--- src/rtl/rv32i_pkg.sv ---
// rv32i_pkg: shared types and constants for the RV32IM pipeline front end.
//   RV32I_NOP       - canonical NOP (addi x0, x0, 0) used for pipeline bubbles
//   RV32I_RESET_PC  - default PC after reset
//   if_id_t         - IF/ID pipeline register contents
//   IF_ID_RESET     - IF/ID contents after reset
package rv32i_pkg;

  localparam int XLEN = 32;
  localparam int ILEN = 32;

  localparam logic [ILEN-1:0] RV32I_NOP      = 32'h0000_0013;
  localparam logic [XLEN-1:0] RV32I_RESET_PC = 32'h0000_0000;

  typedef struct packed {
    logic [XLEN-1:0] pc;
    logic [XLEN-1:0] pc_plus4;
    logic [ILEN-1:0] inst;
    logic            valid;
  } if_id_t;

  localparam if_id_t IF_ID_RESET = '{
    pc:       32'h0000_0000,
    pc_plus4: 32'h0000_0004,
    inst:     RV32I_NOP,
    valid:    1'b0
  };

endpackage : rv32i_pkg

--- src/rtl/rv32i_pc_reg.sv ---
// rv32i_pc_reg: program counter with next-PC selection.
//   clk, rst      - clock, asynchronous active-low reset
//   stall         - hold the PC
//   redirect      - load the word-aligned target (wins over stall)
//   target        - redirect target, low two bits are dropped
//   pc            - current PC
//   misaligned    - one-cycle pulse after a redirect whose target had [1:0] != 0
module rv32i_pc_reg #(
  parameter int               WIDTH    = 32,
  parameter logic [WIDTH-1:0] RESET_PC = '0
) (
  input  logic             clk,
  input  logic             rst,
  input  logic             stall,
  input  logic             redirect,
  input  logic [WIDTH-1:0] target,
  output logic [WIDTH-1:0] pc,
  output logic             misaligned
);

  logic [WIDTH-1:0] pc_q, pc_d;
  logic             mis_q, mis_d;

  always_comb begin
    pc_d  = pc_q + WIDTH'(4);  // natural wrap at 2^WIDTH
    mis_d = 1'b0;
    if (redirect) begin
      pc_d  = {target[WIDTH-1:2], 2'b00};
      mis_d = |target[1:0];
    end else if (stall) begin
      pc_d = pc_q;
    end
  end

  always_ff @(posedge clk or negedge rst) begin
    if (!rst) begin
      pc_q  <= RESET_PC;
      mis_q <= 1'b0;
    end else begin
      pc_q  <= pc_d;
      mis_q <= mis_d;
    end
  end

  assign pc         = pc_q;
  assign misaligned = mis_q;

endmodule : rv32i_pc_reg

--- src/rtl/rv32i_fetch_stage.sv ---
// rv32i_fetch_stage: IF stage of the RV32IM 5-stage pipeline.
//   clk, rst           - clock, asynchronous active-low reset
//   i_stall            - hold PC and IF/ID (load-use hazard)
//   i_flush            - replace IF/ID with a bubble
//   i_redirect         - taken branch/jump from EX
//   i_redirect_pc      - redirect target
//   o_imem_addr        - instruction memory address (the PC register)
//   i_imem_inst        - combinational read data for o_imem_addr
//   o_id_pc/_pc_plus4  - PC (and PC+4) of the instruction in IF/ID
//   o_id_inst          - instruction in IF/ID
//   o_id_valid         - IF/ID holds a real instruction
//   o_misaligned       - pulse: last redirect target was not word aligned
//   o_fetch_cnt        - number of instructions delivered to ID
module rv32i_fetch_stage
  import rv32i_pkg::*;
#(
  parameter int               WIDTH      = XLEN,
  parameter int               INST_WIDTH = ILEN,
  parameter logic [WIDTH-1:0] RESET_PC   = RV32I_RESET_PC
) (
  input  logic                  clk,
  input  logic                  rst,
  input  logic                  i_stall,
  input  logic                  i_flush,
  input  logic                  i_redirect,
  input  logic [WIDTH-1:0]      i_redirect_pc,
  output logic [WIDTH-1:0]      o_imem_addr,
  input  logic [INST_WIDTH-1:0] i_imem_inst,
  output logic [WIDTH-1:0]      o_id_pc,
  output logic [WIDTH-1:0]      o_id_pc_plus4,
  output logic [INST_WIDTH-1:0] o_id_inst,
  output logic                  o_id_valid,
  output logic                  o_misaligned,
  output logic [31:0]           o_fetch_cnt
);

  logic [WIDTH-1:0] pc;
  if_id_t           if_id_q, if_id_d;
  logic [31:0]      cnt_q, cnt_d;

  rv32i_pc_reg #(
    .WIDTH    (WIDTH),
    .RESET_PC (RESET_PC)
  ) u_pc_reg (
    .clk        (clk),
    .rst        (rst),
    .stall      (i_stall),
    .redirect   (i_redirect),
    .target     (i_redirect_pc),
    .pc         (pc),
    .misaligned (o_misaligned)
  );

  // A bubble keeps the previous PC fields so downstream debug views stay stable;
  // only valid and the instruction word change. Redirect implies a bubble since
  // the word being fetched this cycle is on the wrong path.
  always_comb begin
    if_id_d = if_id_q;
    cnt_d   = cnt_q;
    if (i_redirect || i_flush) begin
      if_id_d.valid = 1'b0;
      if_id_d.inst  = RV32I_NOP;
    end else if (!i_stall) begin
      if_id_d.pc       = pc;
      if_id_d.pc_plus4 = pc + WIDTH'(4);
      if_id_d.inst     = i_imem_inst;
      if_id_d.valid    = 1'b1;
      cnt_d            = cnt_q + 32'd1;
    end
  end

  always_ff @(posedge clk or negedge rst) begin
    if (!rst) begin
      if_id_q <= IF_ID_RESET;
      cnt_q   <= 32'd0;
    end else begin
      if_id_q <= if_id_d;
      cnt_q   <= cnt_d;
    end
  end

  assign o_imem_addr   = pc;
  assign o_id_pc       = if_id_q.pc;
  assign o_id_pc_plus4 = if_id_q.pc_plus4;
  assign o_id_inst     = if_id_q.inst;
  assign o_id_valid    = if_id_q.valid;
  assign o_fetch_cnt   = cnt_q;

endmodule : rv32i_fetch_stage

--- config.mk ---
export PLATFORM = sky130hd
export DESIGN_NAME = rv32i_fetch_stage
export DESIGN_NICKNAME = d
export VERILOG_FILES = /design/src/rtl/rv32i_pkg.sv /design/src/rtl/rv32i_pc_reg.sv /design/src/rtl/rv32i_fetch_stage.sv
export SDC_FILE = /design/constraint.sdc
export NUM_CORES = 1
export LEC_CHECK = 0
export ABC_AREA = 1
export BUFFER_PORTS_ARGS = -buffer_cell sky130_fd_sc_hd__clkbuf_2
export CORE_UTILIZATION = 33
export DETAILED_ROUTE_END_ITERATION = 10
export PLACE_DENSITY = 0.52
export SLEW_MARGIN = 10
export SYNTH_ARGS = -nofsm -noshare
export SYNTH_HDL_FRONTEND = slang
export SYNTH_SLANG_ARGS = --single-unit
export TNS_END_PERCENT = 10
--- constraint.sdc ---
create_clock -name clk -period 1.8 [get_ports clk]
set_clock_uncertainty 0.05 [all_clocks]
set_input_delay 0.09 -clock clk [delete_from_list [all_inputs] [get_ports clk]]
set_output_delay 0.09 -clock clk [all_outputs]
set_load 0.05 [all_outputs]
==> out/qor.csv, run 1 <==
metric,value,unit
clk slew on worst S/H paths,0.06,ns
Worst EP required,2.06,ns
area share of the largest cell type after synthesis,49.8,%
Final WS setup,0.114,ns
post-DP HPWL,17.1,mm
Worst EP arrival,1.94,ns
Buf/Inv on CP,4,
Final Power,11.0,mW
Max Cap Viol,0,
final worst-path cycle share,93.7,%
family with the most delay on the worst path,buffers and inverters,
DR iter-0 viols,307,
H-Tree Depth,4,
crit-path max cell delay,0.55,ns
starting density of the core,33.7,%
drt drc,0,
Pwr Density,1040,nW/um^2
Post-synth EDFFs,0,
Netlist cell types,31,
n_diodes,0,
gr usage total,20.6,%
Syn Std Cell Area,7640,um^2
io pins,231,
pre-CTS setup slack,0.172,ns
placer congestion estimate,0.865,
Post-Route WL,23.5,mm
row count,55,
"slowest stage cell, crit path",dlygate4sd3_1,
fill cell count,2312,
relative slew slack,58.3,%
VDD IR max,441,uV
fin crit period,1.69,ns
Avg WL per Cell,15.1,um
critical path type,input port to register,
synth top area cells,"dfrtp_1, nand2_1, o21ai_0",
root buf cell,clkbuf_16,
largest net degree at the start of global routing,70,
Max Clk Rate,593,MHz
TritonCTS Buffers,17,
"Slew Viols, Final",0,
Worst Hold Class,input port to register,
final hold vios,0,
yosys warns,0,
core area,22600,um^2
share of cells above drive strength 1,26.1,%
final setup fails,0,
first-pass GRT wire length,37.9,mm
Post-synth top flop,dfrtp_1,
first-pass iteration count of the detailed router,4,
Synth Area per Inst,8.08,um^2
vias,7124,
post-DR vias/cell,4.58,
Mapped Cells,946,
CTS Sinks,156,
die area,23800,um^2
RSZ-0062 raised after global routing,no,
initial antenna violation count,0,
sequential share of the synthesized area,51.2,%
Die W,154,um
ys async rst share,100,%
PortBufs,224,
Util after Layout,46.5,%
die height,154,um
clock latency on the worst-skew pair,0.43,ns
"area leader, netlist",dfrtp_1,
crit-path cells,"dlygate4sd3_1, clkbuf_2, nor2_1, dlygate4sd3_1, nor2_1, dlygate4sd3_1",
cell with the most instances after synthesis,nand2_1,
most frequent CP cell,dlygate4sd3_1,
gr ovfl total,0,
outcome,completed,
post-synthesis sequential element count,156,
number of global-route vias before repair,7092,
CP max FO,1,
CTS tree,done,
nature of the critical path endpoint,register,
most frequent cells after synthesis,"nand2_1, dfrtp_1, inv_1, nor2_1, o21ai_0",
crit start category,input port,
Leakage,5.40,nW
worst slew pin tran,0.625,ns
area growth from synthesis to layout,37.7,%
Final ANT Viol Nets,0,
clock buffer depth,2,
# nets final,1328,
Fin Hold WS,0.153,ns
[layout make-up]
cell class | instances | area (um^2) | share of cell area (%)
flip-flops and latches | 156 | 3910 | 37.2
inverters | 89 | 334 | 3.18
clock buffers | 18 | 439 | 4.17
well taps | 285 | 357 | 3.39
repair buffers | 324 | 2100 | 20.0
multi-input cells | 669 | 3220 | 30.6
clock inverters | 14 | 159 | 1.51
[repair_timing]
action	4_1_cts	5_1_grt
resized for setup	0	1
hold buffers	69	0
hold endpoints to repair	116	0
endpoints found under the setup margin	0	1
setup buffers	0	0
[state kept, by name, summed over array words and instances (netlist names)]
name / cells
o_id_inst: 32
u_pc_reg.pc: 30
o_fetch_cnt: 32
o_id_pc: 30
u_pc_reg.misaligned: 1
o_id_valid: 1
o_id_pc_plus4: 30
[stage by stage]
step	setup TNS (ns)	instances	cell area [um^2]
after floorplan	-0.0139	951	7660
after global placement	0	1454	9230
after detailed placement	0	1454	9230
after CTS	0	1555	10500
after global routing	0	1555	10500
final	0	1555	10500
[power breakdown]
| group | total [mW] | switching (mW) | internal (mW) |
|---|---|---|---|
| sequential | 4.24 | 0.335 | 3.91 |
| combinational | 3.05 | 2.30 | 0.748 |
| clock | 3.68 | 1.57 | 2.11 |
| total | 11.0 | 4.20 | 6.76 |
[final timing paths]
| check | from | endpoint | slack (ns) | cells after the start |
|---|---|---|---|---|
| worst min-delay path | i_flush | o_fetch_cnt[4] | 0.15 | 6 |
| worst min register to register | o_id_pc_plus4[18] | o_id_pc_plus4[18] | 0.43 | 2 |
| min in group asynchronous | rst | o_id_inst[6] | 0.17 | 2 |
| max in group asynchronous | rst | u_pc_reg.pc[17] | 0.94 | 3 |
| worst max-delay path | i_redirect_pc[0] | u_pc_reg.misaligned | 0.11 | 6 |
| worst max register to register | u_pc_reg.pc[2] | o_id_pc_plus4[26] | 0.19 | 10 |
[worst register-to-register path: stages, from the launching register on]
cell	delay [ns]
dfrtp_2	0.42
ha_1	0.21
nand2_2	0.10
nor2_4	0.13
nand2_4	0.11
nor2_4	0.19
nand2_1	0.07
nand2_1	0.06
nand2_1	0.06
nand2_1	0.06
nand2_1	0.05
[cell usage in the layout (no fill, tap or decap), types with 5 or more instances in the layout]
cell,Yosys,layout
o21ai_0,66,66
nor2_2,11,13
inv_1,86,86
dfrtp_1,152,149
nor2_1,84,82
buf_4,7,27
nand3_1,46,46
nand2_1,349,349
conb_1,1,6
nand2_2,10,10
dlygate4sd3_1,0,69
a22o_1,29,29
nand4_1,6,6
clkbuf_2,0,223
nor2_4,10,10
clkinv_4,0,5
xnor2_1,8,8
xor2_1,23,23
clkbuf_16,0,17
[metal layers]
| layer | wire (um) | track usage, % |
|---|---|---|
| met5 | 0 | 0 |
| met4 | 320 | 6.24 |
| met2 | 11100 | 33.9 |
| met1 | 11000 | 27.2 |
| met3 | 1060 | 3.92 |
[cell families (layout without fill, tap and decap cells)]
group / count (synthesis) / after routing / synth area share [%]
xor+xnor: 32 / 32 / 3.77
buf+inv: 126 / 445 / 7.11
flops: 156 / 156 / 51.2
simple gates: 522 / 522 / 28.6
fa+ha+maj: 2 / 2 / 0.327
compound gates: 107 / 107 / 8.94
other cells: 1 / 6 / 0.0491
Note: power is estimated with default switching activity, not from simulation.
==> inputs of run 2 (changes only) <==
--- a/config.mk
+++ b/config.mk
@@ -7,3 +7,2 @@
 export LEC_CHECK = 0
-export ABC_AREA = 1
 export BUFFER_PORTS_ARGS = -buffer_cell sky130_fd_sc_hd__clkbuf_2
@@ -11,3 +10,3 @@
 export DETAILED_ROUTE_END_ITERATION = 10
-export PLACE_DENSITY = 0.52
+export PLACE_DENSITY = 0.53
 export SLEW_MARGIN = 10
==> constraint.sdc (replaced) <==
create_clock -name clk -period 1.8 [get_ports clk]
set_clock_uncertainty 0.05 [all_clocks]
set_input_delay 0.27 -clock clk [delete_from_list [all_inputs] [get_ports clk]]
set_output_delay 0.27 -clock clk [all_outputs]
set_load 0.05 [all_outputs]
==> run 2 against run 1 <==
The run now ends with setup timing left. Critical endpoint is now o_id_pc_plus4[30]. Sequential share of layout area is 2.2 points higher. Total power rose by 0.87%. First-iteration DRC count shrank 40%. Highest routed layer unchanged. Combinational power fell by 3%. Worst setup slack got worse by 0.15 ns. Critical path type is now register to register. Clock power increased by 7.1%.
==> out/qor.csv, run 2 <==
metric,value,unit,change
Max Cap Viol,0,,unchanged
Max Clk Rate,546,MHz,-8.0%
TritonCTS Buffers,17,,unchanged
clk slew on worst S/H paths,0.07,ns,about the same
fill cell count,2089,,-9.6%
most frequent cells after synthesis,"nand2_1, dfrtp_1, xnor2_1, o21ai_0",,
final setup fails,1,,+1
gr usage total,18.5,%,-2.1 points
synth top area cells,"dfrtp_1, nand2_1, xnor2_1",,
Power Internal,7.22,mW,+6.8%
Worst EP arrival,2.06,ns,+0.12 ns
Seq pwr share,37.7,%,-1.0 points
Netlist cell types,44,,+42%
first-pass iteration count of the detailed router,5,,+1
die area,22000,um^2,-7.4%
Util after Layout,47.7,%,+1.2 points
placer congestion estimate,0.764,,-12%
r2r setup slk,-0.03,ns,-0.22 ns
CTS tree,done,,
clock latency on the worst-skew pair,0.42,ns,about the same
die height,148,um,-3.8%
Sw Pwr,3.84,mW,-8.6%
final hold vios,0,,unchanged
n_diodes,0,,unchanged
number of global-route vias before repair,5746,,-19%
Mapped Cells,697,,-26%
"Slew Viols, Final",0,,unchanged
Clock power frac,35.6,%,+2.1 points
# nets final,1067,,-20%
area share of the largest cell type after synthesis,53.8,%,+4.0 points
nature of the critical path endpoint,register,,
PortBufs,224,,unchanged
Final Power,11.1,mW,+0.87%
crit start category,register,,
CP max FO,10,,+9
FF-to-FF path depth,7,,-3
worst slew pin tran,0.613,ns,-0.0120 ns
post-DR vias/cell,4.64,,+1.3%
Post-Route WL,19.8,mm,-15%
row count,53,,-3.6%
CTS Sinks,156,,unchanged
root buf cell,clkbuf_16,,
clock buffer depth,2,,unchanged
most frequent cells in the layout,"clkbuf_2, nand2_1, dfrtp_1, buf_4, xnor2_1",,
Syn Std Cell Area,7070,um^2,-7.5%
hold path endpoint,u_pc_reg.pc[5],,
Switching Fraction,34.7,%,-3.6 points
final worst-path cycle share,102,%,+8.2 points
failing checks,setup timing,,
worst reg2reg path startpoint,u_pc_reg.pc[2],,
Post-synth top flop,dfrtp_1,,
crit-path cells,"ha_4, nand3_4, or3_4, buf_8, nor4b_4, xnor2_1, o21ai_1",,
area growth from synthesis to layout,41.8,%,
first-pass GRT wire length,31.3,mm,-17%
crit-path max cell delay,0.40,ns,-0.15 ns
Leakage,4.89,nW,-9.5%
critical path type,register to register,,
RSZ-0062 raised after global routing,yes,,
DR iter-0 viols,183,,-40%
register area,3950,um^2,+0.99%
H-Tree Depth,4,,unchanged
final cell count without fillers,1283,,-17%
sequential share of the synthesized area,55.3,%,+4.1 points
core area,21000,um^2,-7.2%
Avg WL per Cell,15.5,um,+2.4%
post-DP HPWL,14.6,mm,-15%
fin crit period,1.83,ns,+0.147 ns
Pwr Density,1100,nW/um^2,+5.9%
Logic pwr share,26.7,%,-1.1 points
initial antenna violation count,0,,unchanged
Post-synth EDFFs,0,,unchanged
"area leader, netlist",dfrtp_1,,
starting density of the core,33.6,%,-0.13 points
vias,5955,,-16%
"slowest stage cell, crit path",dfrtp_2,,
share of cells above drive strength 1,42.3,%,+16 points
post-synthesis sequential element count,156,,unchanged
outcome,finished with violations,,
largest net degree at the start of global routing,62,,-11%
relative slew slack,59.1,%,+0.80 points
Worst Hold Class,input port to register,,
Synth Area per Inst,10.1,um^2,+26%
yosys warns,0,,unchanged
io pins,231,,unchanged
Worst EP required,2.03,ns,-0.03 ns
hold path cells,3,,-3
ys async rst share,100,%,unchanged
gr ovfl total,0,,unchanged
# placed instances,1238,,-15%
drt drc,0,,unchanged
Final WS setup,-0.0326,ns,-0.147 ns
VDD IR max,527,uV,+19%
Die W,148,um,-3.8%
worst hold start,i_redirect_pc[5],,
Crit Reg-Reg Endpoint,o_id_pc_plus4[30],,
"commonest non-fill, non-tap cell in the layout",clkbuf_2,,
area taken by multi-input logic gates,3030,um^2,-6.0%
cell with the most instances after synthesis,nand2_1,,
Final ANT Viol Nets,0,,unchanged
## run 2: changes by cell type after synthesis, moves of 9 or more
cell	change
nand2_1	-173
nor3_1	+12
clkbuf_1	+22
o21ai_1	+9
xnor2_1	+49
nor2_4	-10
nand2_2	-10
nand4_1	+11
nand3_1	-21
nor2_2	-11
o21ai_0	-14
nor2_1	-65
inv_1	-82
## run 2: worst max-delay path: cells and delay by family (launching register included)
family / cells / cell delay (ns)
DFF: 1 / 0.40
and+or+nand+nor: 3 / 0.69
adders and majority gates: 1 / 0.16
xor gates and xnor gates: 1 / 0.16
buffers and inverters: 1 / 0.16
AOI/OAI and AO/OA: 1 / 0.07
## run 2: power by group through the flow
| stage | clock network [mW] | logic, mW | registers (mW) |
|---|---|---|---|
| after floorplan | 0 | 0.641 | 5.54 |
| after global placement | 0 | 2.91 | 4.22 |
| after detailed placement | 0 | 2.93 | 4.21 |
| after CTS | 4.03 | 2.95 | 4.16 |
| after global routing | 4.18 | 3.15 | 4.22 |
| final | 3.94 | 2.95 | 4.17 |
## run 2: final cells by class
cell class | count | share of cell area (%)
flip-flops and latches | 156 | 39.4
inverters | 4 | 0.150
clock buffers | 25 | 4.74
well taps | 275 | 3.43
multi-input cells | 485 | 30.2
clock inverters | 6 | 1.59
repair buffers | 332 | 20.5
## run 2: kinds of logic (layout without fill, tap and decap cells)
| kind of cell | count (synthesis) | count (layout) | synth area share, % |
|---|---|---|---|
| buffers and inverters | 61 | 367 | 3.88 |
| XOR/XNOR | 88 | 88 | 10.9 |
| AND/OR/NAND/NOR | 293 | 293 | 20.9 |
| multiplexers | 1 | 1 | 0.142 |
| adder cells (fa/ha/maj) | 2 | 2 | 0.354 |
| other | 1 | 6 | 0.0531 |
| AO/OA/AOI/OAI | 95 | 95 | 8.50 |
| flip-flops | 156 | 156 | 55.3 |
## run 2: metrics by stage
stage	hold WS (ns)	area (um^2)	TNS, ns	setup WS [ns]
after global routing	0.00546	10000	-1.09	-0.113
after global placement	0.136	9150	-0.613	-0.0686
after detailed placement	0.133	9150	-1.22	-0.108
after CTS	0.00151	9870	-0.0727	-0.0462
final	0.0182	10000	-0.0326	-0.0326
after floorplan	-0.0756	7210	-5.53	-0.168
## run 2: worst max path at each step
stage                    startpoint  depth (start not counted)                 to  slack, ns
floorplan           u_pc_reg.pc[11]                          7  o_id_pc_plus4[30]      -0.17
global placement         i_redirect                          7    o_fetch_cnt[28]      -0.07
detailed placement       i_redirect                          7    o_fetch_cnt[28]      -0.11
CTS                  u_pc_reg.pc[2]                          7  o_id_pc_plus4[30]      -0.05
global route         u_pc_reg.pc[2]                          7  o_id_pc_plus4[30]      -0.11
finish               u_pc_reg.pc[2]                          7  o_id_pc_plus4[30]      -0.03
## run 2: repair_timing
| item | CTS | global route |
|---|---|---|
| setup buffers | 0 | 6 |
| hold buffers | 8 | 0 |
| resized for setup | 1 | 24 |
| pin swaps | 3 | 8 |
| hold endpoints to repair | 36 | 0 |
| setup endpoints to repair | 9 | 40 |
## run 2: metal layers
| layer | global-route usage [%] | vias up | wire length [um] |
|---|---|---|---|
| met1 | 26.2 | 2848 | 9550 |
| met2 | 28.3 | 170 | 9080 |
| li1 | - | 2921 | - |
| met3 | 3.62 | 16 | 943 |
| met5 | 0 | - | 0 |
| met4 | 5.98 | 0 | 258 |
